File: config.mk
export PLATFORM = sky130hd
export DESIGN_NAME = matrix_h_writer
export DESIGN_NICKNAME = d
export VERILOG_FILES = /design/src/rtl/matrix_h_pkg.sv /design/src/rtl/matrix_h_bank.sv /design/src/rtl/matrix_h_writer.sv
export SDC_FILE = /design/constraint.sdc
export NUM_CORES = 1
export LEC_CHECK = 0
export ABC_AREA = 1
export ABC_CLOCK_PERIOD_IN_PS = 2250
export CORE_UTILIZATION = 62
export DETAILED_ROUTE_END_ITERATION = 8
export GPL_TIMING_DRIVEN = 0
export PLACE_DENSITY_LB_ADDON = 0.12
export SETUP_SLACK_MARGIN = 0.05
export SYNTH_ARGS = -nofsm -noshare
export SYNTH_HDL_FRONTEND = slang
export SYNTH_HIERARCHICAL = 1
export SYNTH_SLANG_ARGS = --single-unit
export TNS_END_PERCENT = 20
File: constraint.sdc
create_clock -name clk -period 2.25 [get_ports clk]
set_input_delay 0.5625 -clock clk [delete_from_list [all_inputs] [get_ports clk]]
set_output_delay 0.5625 -clock clk [all_outputs]
set_load 0.02 [all_outputs]
File: src/rtl/matrix_h_pkg.sv
// Shared definitions for the runtime-loadable 4x4 complex channel matrix H.
// WIDTH  : bits per real/imag component (signed two's complement)
// N      : matrix dimension
// DEPTH  : elements per bank (N*N)
// ADDR_W : flat element index width
package matrix_h_pkg;

  localparam int WIDTH  = 16;
  localparam int N      = 4;
  localparam int DEPTH  = N * N;
  localparam int ADDR_W = $clog2(DEPTH);

  typedef logic signed [WIDTH-1:0] sample_t;

  typedef enum logic [1:0] {
    IDLE,
    LOAD,
    FULL
  } state_t;

endpackage

File: src/rtl/matrix_h_bank.sv
// One DEPTH x WIDTH storage bank: synchronous write port plus a registered
// read port. Read-before-write on an address collision.
// Ports:
//   clk, rst_n : clock, async active-low reset (read register only)
//   we         : write enable
//   wr_addr    : write element index
//   wr_data    : write sample
//   rd_addr    : read element index
//   rd_data    : registered read sample, one-cycle latency
module matrix_h_bank
  import matrix_h_pkg::*;
(
  input  logic              clk,
  input  logic              rst_n,
  input  logic              we,
  input  logic [ADDR_W-1:0] wr_addr,
  input  sample_t           wr_data,
  input  logic [ADDR_W-1:0] rd_addr,
  output sample_t           rd_data
);

  sample_t mem [DEPTH];

  // Contents are deliberately not reset.
  always_ff @(posedge clk) begin
    if (we) mem[wr_addr] <= wr_data;
  end

  always_ff @(posedge clk or negedge rst_n) begin
    if (!rst_n) rd_data <= '0;
    else        rd_data <= mem[rd_addr];
  end

endmodule

File: src/rtl/matrix_h_writer.sv
// Loader for the 4x4 complex channel matrix H. Accepts a row-major stream of
// complex samples over valid/ready and stores them in real/imag banks, with
// the Matrix_H read interface (row 0 = real, row 1 = imag, one-cycle latency).
// Ports:
//   clk, rst_n        : clock, async active-low reset
//   start             : begin/restart a load, clears the write pointer
//   in_valid/in_ready : input handshake
//   in_real, in_im    : sample for element wr_count
//   wr_count          : elements accepted in the current load (0..DEPTH)
//   full              : all DEPTH elements loaded
//   load_done         : one-cycle pulse after the final beat
//   row, collum       : read bank select and flat element index
//   data_out          : registered read data
module matrix_h_writer
  import matrix_h_pkg::*;
(
  input  logic              clk,
  input  logic              rst_n,
  input  logic              start,
  input  logic              in_valid,
  output logic              in_ready,
  input  logic [WIDTH-1:0]  in_real,
  input  logic [WIDTH-1:0]  in_im,
  output logic [ADDR_W:0]   wr_count,
  output logic              full,
  output logic              load_done,
  input  logic              row,
  input  logic [ADDR_W-1:0] collum,
  output logic [WIDTH-1:0]  data_out
);

  localparam logic [ADDR_W:0] LAST = (ADDR_W+1)'(DEPTH - 1);

  state_t           state, state_n;
  logic [ADDR_W:0]  count_n;
  logic             full_n, done_n;
  logic             accept;
  logic             row_q;
  sample_t          re_q, im_q;

  assign in_ready = (state == LOAD) && !start;
  assign accept   = in_valid && in_ready;

  always_ff @(posedge clk or negedge rst_n) begin
    if (!rst_n) begin
      state     <= IDLE;
      wr_count  <= '0;
      full      <= 1'b0;
      load_done <= 1'b0;
    end else begin
      state     <= state_n;
      wr_count  <= count_n;
      full      <= full_n;
      load_done <= done_n;
    end
  end

  always_comb begin
    state_n = state;
    count_n = wr_count;
    full_n  = full;
    done_n  = 1'b0;
    unique case (state)
      IDLE: begin
        if (start) begin
          state_n = LOAD;
          count_n = '0;
        end
      end
      LOAD: begin
        if (start) begin
          count_n = '0;
        end else if (accept) begin
          count_n = wr_count + 1'b1;
          if (wr_count == LAST) begin
            state_n = FULL;
            full_n  = 1'b1;
            done_n  = 1'b1;
          end
        end
      end
      FULL: begin
        if (start) begin
          state_n = LOAD;
          count_n = '0;
          full_n  = 1'b0;
        end
      end
      default: state_n = IDLE;
    endcase
  end

  matrix_h_bank u_real_bank (
    .clk     (clk),
    .rst_n   (rst_n),
    .we      (accept),
    .wr_addr (wr_count[ADDR_W-1:0]),
    .wr_data (sample_t'(in_real)),
    .rd_addr (collum),
    .rd_data (re_q)
  );

  matrix_h_bank u_im_bank (
    .clk     (clk),
    .rst_n   (rst_n),
    .we      (accept),
    .wr_addr (wr_count[ADDR_W-1:0]),
    .wr_data (sample_t'(in_im)),
    .rd_addr (collum),
    .rd_data (im_q)
  );

  // Both banks read every cycle; the bank select is registered alongside
  // them so the mux sits after the read registers and latency stays at one.
  always_ff @(posedge clk or negedge rst_n) begin
    if (!rst_n) row_q <= 1'b0;
    else        row_q <= row;
  end

  assign data_out = row_q ? im_q : re_q;

endmodule
After elaboration in Yosys (flattened, before gate mapping)
Memory sizes are Yosys's and may differ from the RTL's. A register that Yosys moved wholly into a read port is not among the register bits.
Index checks and enable logic that the tools add are counted.

word-level totals
  logic and storage cells = 50
  memories kept = 2
  RAM bits = 512
  register bits = 10
  output and inout bits = 24
  input port bits = 41

operators by class
  equality and inequality tests = 9
  reductions and logical operators = 12
  add/subtract/negate cells = 1
  multiplexer cells = 21

memories
  name             depth  bits a word  read ports  clocked after Yosys merged registers in  write ports  line                 RTL
  u_im_bank.mem    16     16           1           1                                        1            matrix_h_bank.sv:22  sample_t mem [DEPTH];
  u_real_bank.mem  16     16           1           1                                        1            matrix_h_bank.sv:22

operators with widths
  operator                                                count
  2-to-1 mux 16 bit                                       1
  2-to-1 mux 5 bit                                        3
  2-to-1 mux 1 bit                                        10
  case mux 5 bit (2 select lines)                         1
  2-to-1 mux 2 bit                                        4
  inequality test 2 bit (second input constant)           3
  adder 5 x 1 -> 5 bit (second input constant)            1
  equality test 5 x 4 -> 1 bit (second input constant)    1
  AND reduction 5 bit                                     1
  inequality test 2 x 1 -> 1 bit (second input constant)  2
  case mux 2 bit (2 select lines)                         1
  AND reduction 4 bit                                     1
  nonzero test 2 bit                                      2
  logical NOT 1 bit                                       3
  inequality test 3 bit (second input constant)           1
  AND reduction 3 bit                                     1
  equality test 2 x 1 -> 1 bit (second input constant)    1
  equality test 2 bit (second input constant)             1
  logical AND 1 bit                                       2
  logical NOT 2 bit                                       1
  case mux 1 bit (2 select lines)                         1
  OR reduction 2 bit                                      1

Logic depth before layout (Yosys ltp)
  depth after elaboration = 6
  depth in mapped cells = 9
  depth with buffers taken out = 7

Cells and area by module
Netlist, hierarchy kept.

by module, submodules not included
  module                        sequential area each (sq um)  cells an instance  instances  area an instance (sq um)
  matrix_h_bank at u_im_bank    8087.8                        1074               1          11468.5
  matrix_h_bank at u_real_bank  8087.8                        1076               1          11462.2
  matrix_h_writer               250.2                         74                 1          701.9

Worst setup path after synthesis
OpenSTA, ideal clock, no wires.

  kind = in2reg
  from = input port start
  to = memory u_im_bank/mem[12][0] (netlist name), enable pin
  buffers on the path = 0
  arrival time = 1.886 ns
  stages on the path = 5
  required time = 1.862 ns
  path slack = -0.024 ns
  library setup time = 0.388 ns
  cell sequence = inv_1 > nand2_1 > nor2_8 > nand3_1 > nor2_1

on the way
  word-level cells in the longest chain between the ends = 5

ends and longest elaborated chain
  what                                    line                   RTL
  start, declared                         matrix_h_writer.sv:19  input logic start,
  logical NOT 1 bit                       matrix_h_writer.sv:41  assign in_ready = (state == LOAD) && !start;
  logical AND 1 bit                       matrix_h_writer.sv:41
  logical AND 1 bit                       matrix_h_writer.sv:42  assign accept = in_valid && in_ready;
  net accept                              matrix_h_writer.sv:37  logic accept;
  2-to-1 mux 1 bit                        matrix_h_bank.sv:26    if (we) mem[wr_addr] <= wr_data;
  2-to-1 mux 1 bit (implied by the code)  matrix_h_bank.sv:26
  end, declared                           matrix_h_bank.sv:22

The timed path passes the listed nets, and every way through them passes these cells.

Worst setup path after layout
  from = register row_q
  to = output port data_out[5]

on the way
  word-level cells in the longest chain between the ends = 1

ends and longest elaborated chain
  what                    line                    RTL
  start, declared         matrix_h_writer.sv:38   logic row_q;
  start signal, assigned  matrix_h_writer.sv:117  else row_q <= row;
  2-to-1 mux 16 bit       matrix_h_writer.sv:120  assign data_out = row_q ? im_q : re_q;
  end, declared           matrix_h_writer.sv:29   output logic [WIDTH-1:0] data_out

Every way passes these cells.

==> metrics.yaml <==
cp.required_ns: 1.69
worstReg2RegEnd: "u_im_bank/mem[1][9]"
max_freq_mhz: 433
cts_buffers: 54
syn-cell-area_um2: 23600
antenna_found_initial: 1
dpl.hpwl_um: 41800
synth-main-ff-cell: "edfxtp_1"
areaGrowthSynthToFinish_pct: 15.5
cts_buffer_depth: 3
min_period_over_period: 1.03
ys_warn_count: 6
synth_edf_count: 512
grt-ovfl-total: 0
grt_pass1_wl_um: 92400
path_class: "register to output port"
r2r-start: "state[1]"
grt_max_degree: 41
synth-seq-area-share: 0.695
yosysMostFrequentCell: "nand2_1"
yosys.area.top_type_share: 0.651
num_vias: 16698
rrSetupSlack_ns: 0.06
violations: "negative setup slack"
finalClockSkew_ns: 0.0146
synth_area_leaders: "edfxtp_1, nand2_1, nand3_1, inv_1, dfrtp_1"
status: "complete, but fails checks"
grtUsageTotal: 0.330
cp-end-kind: "output port"
drcViolationCount: 0
timing.final.ws_setup_ns: -0.0605
num_rows: 71
ant_nets: 0
p_leak_nw: 11.7
synth_commonest_cells: "nand2_1, edfxtp_1, inv_1"
fp.dieW_um: 197
max_cap_violations: 0
finalWirelength_um: 63000
relSlewSlack: 0.449
first_global_vias: 15451
cts_root_buffer: "clkbuf_16"
drt_pass1_iterations: 6
path_clk_slew_ns: 0.06
syn_avg_cell_area_um2: 10.6
final.setup.tns_ns: -0.350
hold_viol: 0
p_per_area_nw_per_um2: 825
setup_violations: 10
start_util: 0.629
clock_latency_ns: 0.60
fin_crit_ns: 2.31
synth_cells: 2224
final_area_um2: 27300
dieArea_um2: 38900
gp_congestion: 0.888
ir_drop_mv: 0.663
synth_nets: 2267
cp_max_fo: 8
fin_nets: 2423
io_buffers: 62
cts_num_sinks: 554
wire_per_inst_um: 21.5
routed_via_density: 5.69
synth_cell_type_count: 25
startpoint: "row_q"
worstRegToRegCells: 6
startpoint_type: "register"
timing.hold.ws_ns: 0.284
crit_arrival_ns: 1.75
rsz0062_at_grt: "yes"
pre_cts_ws_ns: -0.760
yosysTopAreaCell: "edfxtp_1"
power_mw: 22.5
cts_tree: "yes"
finalMaxSlewViolations: 0
drive_gt1_frac: 0.115
htree_levels: 2
initialDrtViolationCount: 2200
crit_path_end: "data_out[5]"
core_um2: 37600
async_flop_share: 0.0758
ioPinCount: 65
tightestPinTransition_ns: 0.826
ys_seq_elements: 554
hold_class: "primary input to asynchronous set/reset pin"
die_h_um: 197
dpl_cell_area_um2: 25400
## final cells by class
| cell class | count | area (µm²) |
|---|---|---|
| flip-flops and latches | 554 | 16400 |
| fillers | 2512 | 10300 |
| multi-input cells | 1159 | 5220 |
| inverters | 407 | 1530 |
| clock buffers | 75 | 1490 |
| repair buffers | 100 | 1130 |
| plain buffers | 104 | 647 |
| well taps | 511 | 639 |
| clock inverters | 22 | 206 |
| diodes | 3 | 7.51 |
## power breakdown
part	switching, mW	leakage, nW	internal (mW)	total [mW]
clock	3.67	0.833	5.06	8.72
sequential	0.132	5.11	11.6	11.7
combinational	1.50	5.80	0.601	2.10
total	5.30	11.7	17.2	22.5
## cell usage in the layout (no fill, tap or decap), types with 7 or more instances in the layout
cell type,netlist,layout
buf_2,38,49
inv_1,402,401
nand3_1,393,391
nor2_4,0,15
nand2_1,697,696
nor2_2,0,17
buf_4,38,42
clkbuf_1,18,32
mux2_2,16,13
clkbuf_16,0,56
dfrtp_1,42,38
buf_6,8,12
edfxtp_1,512,512
clkinv_1,0,9
clkdlybuf4s50_1,0,39
clkinv_2,0,7
buf_8,0,30
## metrics by stage
| stage | std cells | utilization |
|---|---|---|
| after floorplan | 2224 | - |
| after global placement | 2797 | 0.662 |
| after detailed placement | 2828 | 0.677 |
| after CTS | 2926 | 0.721 |
| after global routing | 2932 | 0.726 |
| final | 2935 | 0.727 |
## metal layers
| layer | track usage | vias to the layer above | part of all wire |
|---|---|---|---|
| met4 | 0.117 | 0 | 0.032 |
| met3 | 0.0809 | 161 | 0.14 |
| li1 | - | 7488 | - |
| met2 | 0.484 | 1138 | 0.44 |
| met5 | 0 | - | 0 |
| met1 | 0.484 | 7911 | 0.39 |
## how the worst min path moves through the flow
stage               cells past startpoint  slack (ns)          end
floorplan                               0        0.27         full
global placement                        2        0.51  wr_count[4]
detailed placement                      1        0.37    load_done
CTS                                     2        0.26    load_done
global route                            2        0.27    load_done
finish                                  2        0.28    load_done
## state kept, by name (all words and copies together) (netlist names)
name	cells
u_real_bank/mem	256
full	1
u_im_bank/mem	256
row_q	1
u_real_bank/rd_data	16
state	2
u_im_bank/rd_data	16
load_done	1
wr_count	5
## logic make-up after synthesis
group                      share of synthesized area
AOI/OAI and AO/OA                            0.00175
adders and majority gates                    0.00106
and+or+nand+nor                                0.203
DFF                                            0.695
buffers and inverters                         0.0918
muxes                                        0.00762
## critical path, cell delays in order (launching register included)
cell and delay (ns):
dfrtp_1 0.34, buf_6 0.15, buf_8 0.13, mux2_2 0.36, buf_2 0.17
## what timing repair did
action                                  in CTS  in global routing
pin swaps                                    0                  5
endpoints found under the hold margin       42                  0
setup buffers                                0                  5
hold buffers                                 1                  0
endpoints found under the setup margin     145                251
cloned                                       0                  1
gates resized for setup                     84                 29
(Power assumes the default switching activity.)
